[src/rtl/phase_tx_pkg.sv]
`default_nettype none
// +---------------------------------------------------------------------------+
// | phase_tx_pkg : shared encodings and sizing helpers for phase_frame_tx     |
// | Revision     : 1.0                                                        |
// +---------------------------------------------------------------------------+
package phase_tx_pkg;

   typedef enum logic [1:0] {
      MODE_NRZL = 2'b00,
      MODE_NRZM = 2'b01,
      MODE_NRZS = 2'b10,
      MODE_RSVD = 2'b11
   } mode_e;

   localparam logic [1:0] ST_IDLE = 2'd0;
   localparam logic [1:0] ST_SEND = 2'd1;
   localparam logic [1:0] ST_TAIL = 2'd2;

   localparam int         ASM_BITS  = 32;
   localparam logic [7:0] RAND_SEED = 8'hFF;
   // Feedback taps of x^8+x^7+x^5+x^3+1 with state[0] as the oldest bit
   localparam logic [7:0] RAND_TAPS = 8'b1010_1001;

   function automatic int depth_of(int max_bits, int wr_w);
      return (max_bits + wr_w - 1) / wr_w;
   endfunction

   function automatic int aw_of(int depth);
      return (depth > 1) ? $clog2(depth) : 1;
   endfunction

   function automatic int lw_of(int max_bits);
      return $clog2(max_bits + 1);
   endfunction

endpackage
`default_nettype wire

[src/rtl/phase_frame_tx_if.sv]
`default_nettype none
// +---------------------------------------------------------------------------+
// | phase_frame_tx_if : host/config bus and RF-side outputs of phase_frame_tx |
// | Revision          : 1.0                                                   |
// +---------------------------------------------------------------------------+
interface phase_frame_tx_if
   import phase_tx_pkg::*;
#(
   parameter int MAX_BITS = 1200,
   parameter int WR_W     = 32
);
   localparam int AW = aw_of(depth_of(MAX_BITS, WR_W));
   localparam int LW = lw_of(MAX_BITS);

   logic            wr_en;
   logic [AW-1:0]   wr_addr;
   logic [WR_W-1:0] wr_data;
   logic [LW-1:0]   frame_len;
   logic [1:0]      mode;
   logic            continuous;
   logic            send_signal;
   logic            abort;
   logic            busy;
   logic            gen_en;
   logic            bit_strobe;
   logic            frame_done;
   logic            phase_ctrl;

   modport master (
      output wr_en, wr_addr, wr_data, frame_len, mode, continuous, send_signal, abort,
      input  busy, gen_en, bit_strobe, frame_done, phase_ctrl
   );

   modport slave (
      input  wr_en, wr_addr, wr_data, frame_len, mode, continuous, send_signal, abort,
      output busy, gen_en, bit_strobe, frame_done, phase_ctrl
   );

endinterface
`default_nettype wire

[src/rtl/phase_baud_gen.sv]
`default_nettype none
// +---------------------------------------------------------------------------+
// | phase_baud_gen : DIV-period counter, tick on the last count of a period   |
// | Revision       : 1.0                                                      |
// +---------------------------------------------------------------------------+
module phase_baud_gen #(
   parameter int DIV = 4
) (
   input  logic clk,
   input  logic rst_n,
   input  logic en_i,
   input  logic clr_i,
   output logic tick_o
);
   localparam int CW = $clog2(DIV);

   logic [CW-1:0] cnt_q;
   logic [CW-1:0] cnt_d;
   logic          w_last;

   assign w_last = (cnt_q == CW'(DIV - 1));
   assign tick_o = en_i && w_last;

   always_comb begin
      cnt_d = cnt_q;
      if (clr_i) begin
         cnt_d = '0;
      end else if (en_i) begin
         cnt_d = w_last ? '0 : cnt_q + CW'(1);
      end
   end

   always_ff @(posedge clk or negedge rst_n) begin
      if (!rst_n) begin
         cnt_q <= '0;
      end else begin
         cnt_q <= cnt_d;
      end
   end

endmodule
`default_nettype wire

[src/rtl/phase_frame_tx.sv]
`default_nettype none
// +---------------------------------------------------------------------------+
// | phase_frame_tx : frame buffer + NRZ-L/M/S serialiser for phase_ctrl;      |
// | optional CCSDS randomizer via PHASE_TX_SCRAMBLE_EN.  Revision : 1.0       |
// +---------------------------------------------------------------------------+
module phase_frame_tx
   import phase_tx_pkg::*;
#(
   parameter int REF_CLK_FREQ = 128000000,
   parameter int BAUDRATE     = 9600,
   parameter int MAX_BITS     = 1200,
   parameter int WR_W         = 32
) (
   input  logic             clk,
   input  logic             rst_n,
   phase_frame_tx_if.slave  bus
);
   localparam int DIV  = REF_CLK_FREQ / BAUDRATE;
   localparam int LW   = lw_of(MAX_BITS);
   localparam int FLAT = 1 << LW;

   logic [1:0]    state_q, state_d;
   logic [LW-1:0] len_q, len_d;
   logic [LW-1:0] bit_idx_q, bit_idx_d;
   mode_e         mode_q, mode_d;
   logic          phase_q, phase_d;
   logic          strobe_q, strobe_d;
   logic          done_q, done_d;

   logic          w_busy;
   logic          w_tick;
   logic          w_wr_en;
   logic [FLAT-1:0] w_bits;
   logic [LW-1:0] w_idx;
   logic          w_raw;
   logic          w_data;
   logic          w_phase_next;
   logic [LW-1:0] w_len_clamped;

   assign w_busy  = (state_q != ST_IDLE);
   assign w_wr_en = bus.wr_en && !w_busy;

   phase_baud_gen #(.DIV(DIV)) u_baud (
      .clk    (clk),
      .rst_n  (rst_n),
      .en_i   (w_busy),
      .clr_i  (!w_busy || bus.abort),
      .tick_o (w_tick)
   );

   // Bit-addressed frame store; a word address past the buffer matches no bit
   for (genvar k = 0; k < FLAT; k++) begin : g_bit
      if (k < MAX_BITS) begin : g_store
         logic bit_q;
         always_ff @(posedge clk or negedge rst_n) begin
            if (!rst_n) begin
               bit_q <= 1'b0;
            end else if (w_wr_en && (32'(bus.wr_addr) == (k / WR_W))) begin
               bit_q <= bus.wr_data[WR_W-1-(k % WR_W)];
            end
         end
         assign w_bits[k] = bit_q;
      end else begin : g_pad
         assign w_bits[k] = 1'b0;
      end
   end

   // TAIL ticks in continuous mode emit bit 0 of the next frame
   assign w_idx = (state_q == ST_TAIL) ? '0 : bit_idx_q;
   assign w_raw = w_bits[w_idx];

`ifdef PHASE_TX_SCRAMBLE_EN
   logic [7:0] lfsr_q, lfsr_d;
   logic [7:0] w_lfsr_cur, w_lfsr_next;
   logic       w_scr;

   assign w_lfsr_cur  = (state_q == ST_TAIL) ? RAND_SEED : lfsr_q;
   assign w_scr       = (32'(w_idx) >= ASM_BITS);
   assign w_data      = w_raw ^ (w_scr & w_lfsr_cur[0]);
   assign w_lfsr_next = w_scr ? {^(w_lfsr_cur & RAND_TAPS), w_lfsr_cur[7:1]} : w_lfsr_cur;
`else
   assign w_data = w_raw;
`endif

   always_comb begin
      case (mode_q)
         MODE_NRZM: w_phase_next = phase_q ^ w_data;
         MODE_NRZS: w_phase_next = phase_q ^ ~w_data;
         default:   w_phase_next = w_data;
      endcase
   end

   assign w_len_clamped = (32'(bus.frame_len) > MAX_BITS) ? LW'(MAX_BITS) : bus.frame_len;

   always_comb begin
      state_d   = state_q;
      len_d     = len_q;
      mode_d    = mode_q;
      bit_idx_d = bit_idx_q;
      phase_d   = phase_q;
      strobe_d  = 1'b0;
      done_d    = 1'b0;
`ifdef PHASE_TX_SCRAMBLE_EN
      lfsr_d    = lfsr_q;
`endif
      if (bus.abort) begin
         state_d = ST_IDLE;
      end else begin
         case (state_q)
            ST_IDLE: begin
               if (bus.send_signal && (bus.frame_len != '0)) begin
                  state_d   = ST_SEND;
                  len_d     = w_len_clamped;
                  mode_d    = mode_e'(bus.mode);
                  bit_idx_d = '0;
`ifdef PHASE_TX_SCRAMBLE_EN
                  lfsr_d    = RAND_SEED;
`endif
               end
            end
            ST_SEND: begin
               if (w_tick) begin
                  phase_d  = w_phase_next;
                  strobe_d = 1'b1;
`ifdef PHASE_TX_SCRAMBLE_EN
                  lfsr_d   = w_lfsr_next;
`endif
                  if (bit_idx_q == (len_q - LW'(1))) begin
                     state_d = ST_TAIL;
                  end else begin
                     bit_idx_d = bit_idx_q + LW'(1);
                  end
               end
            end
            ST_TAIL: begin
               if (w_tick) begin
                  done_d = 1'b1;
                  if (bus.continuous) begin
                     phase_d   = w_phase_next;
                     strobe_d  = 1'b1;
                     bit_idx_d = LW'(1);
                     state_d   = (len_q == LW'(1)) ? ST_TAIL : ST_SEND;
`ifdef PHASE_TX_SCRAMBLE_EN
                     lfsr_d    = w_lfsr_next;
`endif
                  end else begin
                     state_d = ST_IDLE;
                  end
               end
            end
            default: state_d = ST_IDLE;
         endcase
      end
   end

   always_ff @(posedge clk or negedge rst_n) begin
      if (!rst_n) begin
         state_q   <= ST_IDLE;
         len_q     <= '0;
         mode_q    <= MODE_NRZL;
         bit_idx_q <= '0;
         phase_q   <= 1'b1;
         strobe_q  <= 1'b0;
         done_q    <= 1'b0;
`ifdef PHASE_TX_SCRAMBLE_EN
         lfsr_q    <= RAND_SEED;
`endif
      end else begin
         state_q   <= state_d;
         len_q     <= len_d;
         mode_q    <= mode_d;
         bit_idx_q <= bit_idx_d;
         phase_q   <= phase_d;
         strobe_q  <= strobe_d;
         done_q    <= done_d;
`ifdef PHASE_TX_SCRAMBLE_EN
         lfsr_q    <= lfsr_d;
`endif
      end
   end

   assign bus.busy       = w_busy;
   assign bus.gen_en     = w_busy;
   assign bus.bit_strobe = strobe_q;
   assign bus.frame_done = done_q;
   assign bus.phase_ctrl = phase_q;

endmodule
`default_nettype wire

[src/flat_wrapper.sv]
// flat-port wrapper written by rule: the top's interface ports become plain ports
module phase_frame_tx_flat import phase_tx_pkg::*;
#(
   parameter int REF_CLK_FREQ = 128000000,
   parameter int BAUDRATE     = 9600,
   parameter int MAX_BITS     = 1200,
   parameter int WR_W         = 32
)
  (clk, rst_n, bus_wr_en, bus_wr_addr, bus_wr_data, bus_frame_len, bus_mode, bus_continuous, bus_send_signal, bus_abort, bus_busy, bus_gen_en, bus_bit_strobe, bus_frame_done, bus_phase_ctrl);
  phase_frame_tx_if #(.MAX_BITS(MAX_BITS), .WR_W(WR_W)) bus_i ();
  input  logic clk;
  input  logic rst_n;
  input wire logic [$bits(bus_i.wr_en)-1:0] bus_wr_en;
  input wire logic [$bits(bus_i.wr_addr)-1:0] bus_wr_addr;
  input wire logic [$bits(bus_i.wr_data)-1:0] bus_wr_data;
  input wire logic [$bits(bus_i.frame_len)-1:0] bus_frame_len;
  input wire logic [$bits(bus_i.mode)-1:0] bus_mode;
  input wire logic [$bits(bus_i.continuous)-1:0] bus_continuous;
  input wire logic [$bits(bus_i.send_signal)-1:0] bus_send_signal;
  input wire logic [$bits(bus_i.abort)-1:0] bus_abort;
  output wire logic [$bits(bus_i.busy)-1:0] bus_busy;
  output wire logic [$bits(bus_i.gen_en)-1:0] bus_gen_en;
  output wire logic [$bits(bus_i.bit_strobe)-1:0] bus_bit_strobe;
  output wire logic [$bits(bus_i.frame_done)-1:0] bus_frame_done;
  output wire logic [$bits(bus_i.phase_ctrl)-1:0] bus_phase_ctrl;
  assign bus_i.wr_en = bus_wr_en;
  assign bus_i.wr_addr = bus_wr_addr;
  assign bus_i.wr_data = bus_wr_data;
  assign bus_i.frame_len = bus_frame_len;
  assign bus_i.mode = bus_mode;
  assign bus_i.continuous = bus_continuous;
  assign bus_i.send_signal = bus_send_signal;
  assign bus_i.abort = bus_abort;
  assign bus_busy = bus_i.busy;
  assign bus_gen_en = bus_i.gen_en;
  assign bus_bit_strobe = bus_i.bit_strobe;
  assign bus_frame_done = bus_i.frame_done;
  assign bus_phase_ctrl = bus_i.phase_ctrl;
  phase_frame_tx #(.REF_CLK_FREQ(REF_CLK_FREQ), .BAUDRATE(BAUDRATE), .MAX_BITS(MAX_BITS), .WR_W(WR_W)) u_core (.clk(clk), .rst_n(rst_n), .bus(bus_i));
endmodule
[config.mk]
export PLATFORM = sky130hd
export DESIGN_NAME = phase_frame_tx_flat
export DESIGN_NICKNAME = d
export VERILOG_FILES = /design/src/rtl/phase_tx_pkg.sv /design/src/rtl/phase_frame_tx_if.sv /design/src/rtl/phase_baud_gen.sv /design/src/rtl/phase_frame_tx.sv /design/src/flat_wrapper.sv
export SDC_FILE = /design/constraint.sdc
export NUM_CORES = 2
export LEC_CHECK = 0
export CORE_UTILIZATION = 55
export DETAILED_ROUTE_END_ITERATION = 10
export PLACE_DENSITY = 0.8
export SLEW_MARGIN = 20
export SYNTH_ARGS = -nofsm -noshare
export SYNTH_HDL_FRONTEND = slang
export SYNTH_HIERARCHICAL = 1
export SYNTH_SLANG_ARGS = --single-unit
[constraint.sdc]
create_clock -name clk -period 3.1 [get_ports clk]
set_input_delay 0.62 -clock clk [delete_from_list [all_inputs] [get_ports clk]]
set_output_delay 0.62 -clock clk [all_outputs]
set_load 0.005 [all_outputs]
==> results.md <==
- Status: finished, violations left
- Failing checks: negative setup slack
- Post-Route Setup TNS: -623 ps
- Hold EP: u_core/g_bit[8].g_store.bit_q$_DFFE_PN0P_
- Hold crit path type: in2reg
- Min-delay src: bus_wr_data[23]
- Vias per std cell: 6.73
- IO Pins: 62
- HPWL Detailed: 112000 µm
- PD cells: 715 mW/mm²
- Syn Inst Count: 4419
- CP arrival: 4330 ps
- Reg-to-Reg Start: u_core/bit_idx_q[0]$_DFFE_PN0P_
- H-tree levels: 4
- Post-Syn Area: 0.0583 mm²
- Die ar.: 0.107 mm²
- Pwr Total: 49300 µW
- Met3 usage: 9.38%
- R2r endpoint: u_core/bus.phase_ctrl$_DFFE_PN1P_
- Share of cells above drive strength 1: 45.5%
- Placed Instances: 5917
- Post-place setup slack: -876 ps
- GR Overflow Total: 0
- Initial Utilization: 55.4%
- CTS tree: built
- Clock sinks: 1243
- Hold Path Depth: 2
- Pin count of the biggest net entering global routing: 101
- Worst vdd ir: 576 µV
- Max Slew Vio Count: 0
- Ys Warns: 6
- Initial antenna violation count: 12
- CP required: 3760 ps
- Number of global-route vias before repair: 43200
- TritonRoute pass-1 iters: 8
- Mux contribution to synthesized area: 30.8%
- Count of standard-cell rows: 119
- Synth Area in Simple Gates: 4.03%
- P&R area growth vs syn: 18.1%
- Synth top area cells: dfrtp_1 53%, mux2_2 24%, mux2i_1 4.5%
- Sequential-to-total area share from yosys stat: 53.4%
- Num CTS Buffers: 130
- NumNets Final: 4766
- Final cell count without fillers: 6188
- Clock skew after layout: 23.9 ps
- Final critical-path share of the clock period: 118%
- Clock-pin slew on the worst setup and hold paths: 60 ps
- Synthesized area per cell: 13.2 µm²
- Asr flop ratio synth: 100%
- Number of synthesized flops with an enable pin: 0
- Core area: 0.105 mm²
- Met2 Resource Use GR: 52.0%
- CTS Buffer Depth: 3
- Worst path slowest cell: dfrtp_4
- DR vias: 41700
- Unrepaired setup endpoints after global routing: true
- Total wire length: 184000 µm
- Area leader, netlist: dfrtp_1
- CP Cell Sequence: buf_12, buf_4, buf_4, nand2b_4, buf_12, buf_6, buf_4, o22ai_1, a211oi_1, a2111oi_0, a31oi_1, nand4_1, and3_1, o31ai_4, buf_12, mux2i_1, o211ai_1
- Die height: 327 µm
- GRT met1 Usage: 44.7%
- Post-Synth XOR/XNOR Area: 0.301%
- Die W: 327 µm
- Final worst slack: -567 ps
- Avg WL per Cell: 29.8 µm
- Post-synth cell types: 93
- Syn nets: 4486
- Static leakage power: 0.0316 µW
- Reg2reg setup slack: -570 ps
- CP startpoint kind: flop
- DR iter-0 viols: 4895
- Final number of setup-violating endpoints: 3
- Slew @ Worst Pin: 971 ps
- Most frequent cells in the layout: 1238 x dfrtp_1, 1230 x mux2_2, 380 x buf_4
- Top_reg_cell synth: dfrtp_1
- GR peak layer: met2
- # DRC: 0
- Max incr delay on CP: 500 ps
- Final min period: 3670 ps
- GRT Overall Usage: 34.3%
- Post-route ant nets: 0
- FMAX: 273 MHz
- Gp weighted congestion: 0.957
- Crit path max fanout: 12
- Final hold viol count: 0
- First-pass GRT wire length: 275000 µm
- Adder-cell area share of the yosys netlist: 0.215%
- FF-to-FF path depth: 17
- Fill cells: 7259
- Most common cell after layout, fill and taps aside: dfrtp_1
- Worst hold margin: 342 ps
- Largest family of logic cells by synthesized area: multiplexers
- Slew Limit Headroom: 35.3%
- Worst-skew pair later-pin latency: 740 ps
- MaxCap Viol Count: 0
- Yosys top cell area share: 53.3%
- Critical Path End Type: flop
- Critical path class: reg2reg
- Register bit count reported by yosys: 1243
- Post-synthesis compound-gate area fraction: 7.53%
- Clk root buf: clkbuf_16
- PortBufs: 61
[layout make-up]
class | instances | area (µm²) | share of cell area, %
clock inverters | 34 | 428 | 0.622
well taps | 1391 | 1740 | 2.53
clock buffers | 192 | 3760 | 5.46
diodes | 4 | 10.0 | 0.0145
multi-input cells | 2713 | 25700 | 37.3
flip-flops and latches | 1243 | 31100 | 45.2
inverters | 30 | 113 | 0.164
repair buffers | 581 | 5980 | 8.68
[where the power goes]
part | leakage (µW) | switching [µW] | internal, µW
Sequential | 0.0168 | 1820 | 19400
Clock | 0.00206 | 6530 | 9000
Combinational | 0.0128 | 6250 | 6260
Total | 0.0316 | 14600 | 34700
[metrics by stage]
stage | utilization, % | cell area, µm²
floorplan | - | 58300
global placement | 60.4 | 63500
detailed placement | 60.4 | 63500
CTS | 65.2 | 68500
global route | 65.5 | 68800
finish | 65.5 | 68800
[flip-flops by register name (all words and copies together), names as in the netlist]
register,flops
u_core/bit_idx_q,11
u_core/g_bit.g_store.bit_q,1200
u_core/state_q,2
u_core/u_baud/cnt_q,14
u_core/len_q,11
u_core/bus.frame_done,1
u_core/bus.phase_ctrl,1
u_core/bus.bit_strobe,1
u_core/mode_q,2
[layer usage]
metal / part of all wire, % / wire [µm]
met1: 38 / 69200
met3: 11 / 20600
met2: 45 / 83100
met5: 0.060 / 111
met4: 6.2 / 11400
[how the worst max path moves through the flow]
stage	from	to	slack [ps]	depth (start not counted)
2_1_floorplan	u_core/state_q[0]$_DFFE_PN0P_	u_core/bus.phase_ctrl$_DFFE_PN1P_	20	15
3_3_place_gp	u_core/state_q[0]$_DFFE_PN0P_	u_core/bus.phase_ctrl$_DFFE_PN1P_	-850	17
3_5_place_dp	u_core/state_q[0]$_DFFE_PN0P_	u_core/bus.phase_ctrl$_DFFE_PN1P_	-880	17
4_1_cts	u_core/state_q[1]$_DFFE_PN0P_	u_core/bus.phase_ctrl$_DFFE_PN1P_	-400	14
5_1_grt	u_core/state_q[0]$_DFFE_PN0P_	u_core/bus.phase_ctrl$_DFFE_PN1P_	-630	17
6_report	u_core/bit_idx_q[0]$_DFFE_PN0P_	u_core/bus.phase_ctrl$_DFFE_PN1P_	-570	17
[worst max-delay path: cells and delay by family, from the launching register on]
kind                   cells  cell delay [ps]
AO/OA/AOI/OAI              6             1200
buffers and inverters      7             1090
AND/OR/NAND/NOR            3              620
flip-flops                 1              500
multiplexers               1              170
[Yosys cell counts (all sizes together), types with 7 or more instances]
cell,number
a211oi,31
a21oi,140
a221oi,14
a222oi,12
a22oi,14
a31oi,22
a32oi,9
buf,199
clkbuf,234
dfrtp,1242
ha,10
inv,29
mux2,1230
mux2i,262
mux4,66
nand2,120
nand2b,20
nand3,44
nand3b,9
nand4,16
nor2,164
nor2b,12
nor3,27
nor3b,11
nor4,12
o2111ai,7
o211ai,43
o21ai,105
o221ai,86
o22ai,84
o31ai,11
or2,7
or3,8
xnor2,15
[cells by family after synthesis]
logic type	Yosys count
buf+inv	463
flops	1243
simple gates	480
mux	1558
fa+ha+maj	10
xor+xnor	20
compound gates	645
[timing repair]
action,4_1_cts,5_1_grt
pin swaps,57,21
endpoints found under the setup margin,4,32
resized for setup,103,52
setup buffers,36,7
gates cloned,1,0
hold buffers,1,0
hold endpoints to repair,36,0
(Power assumes the default switching activity.)
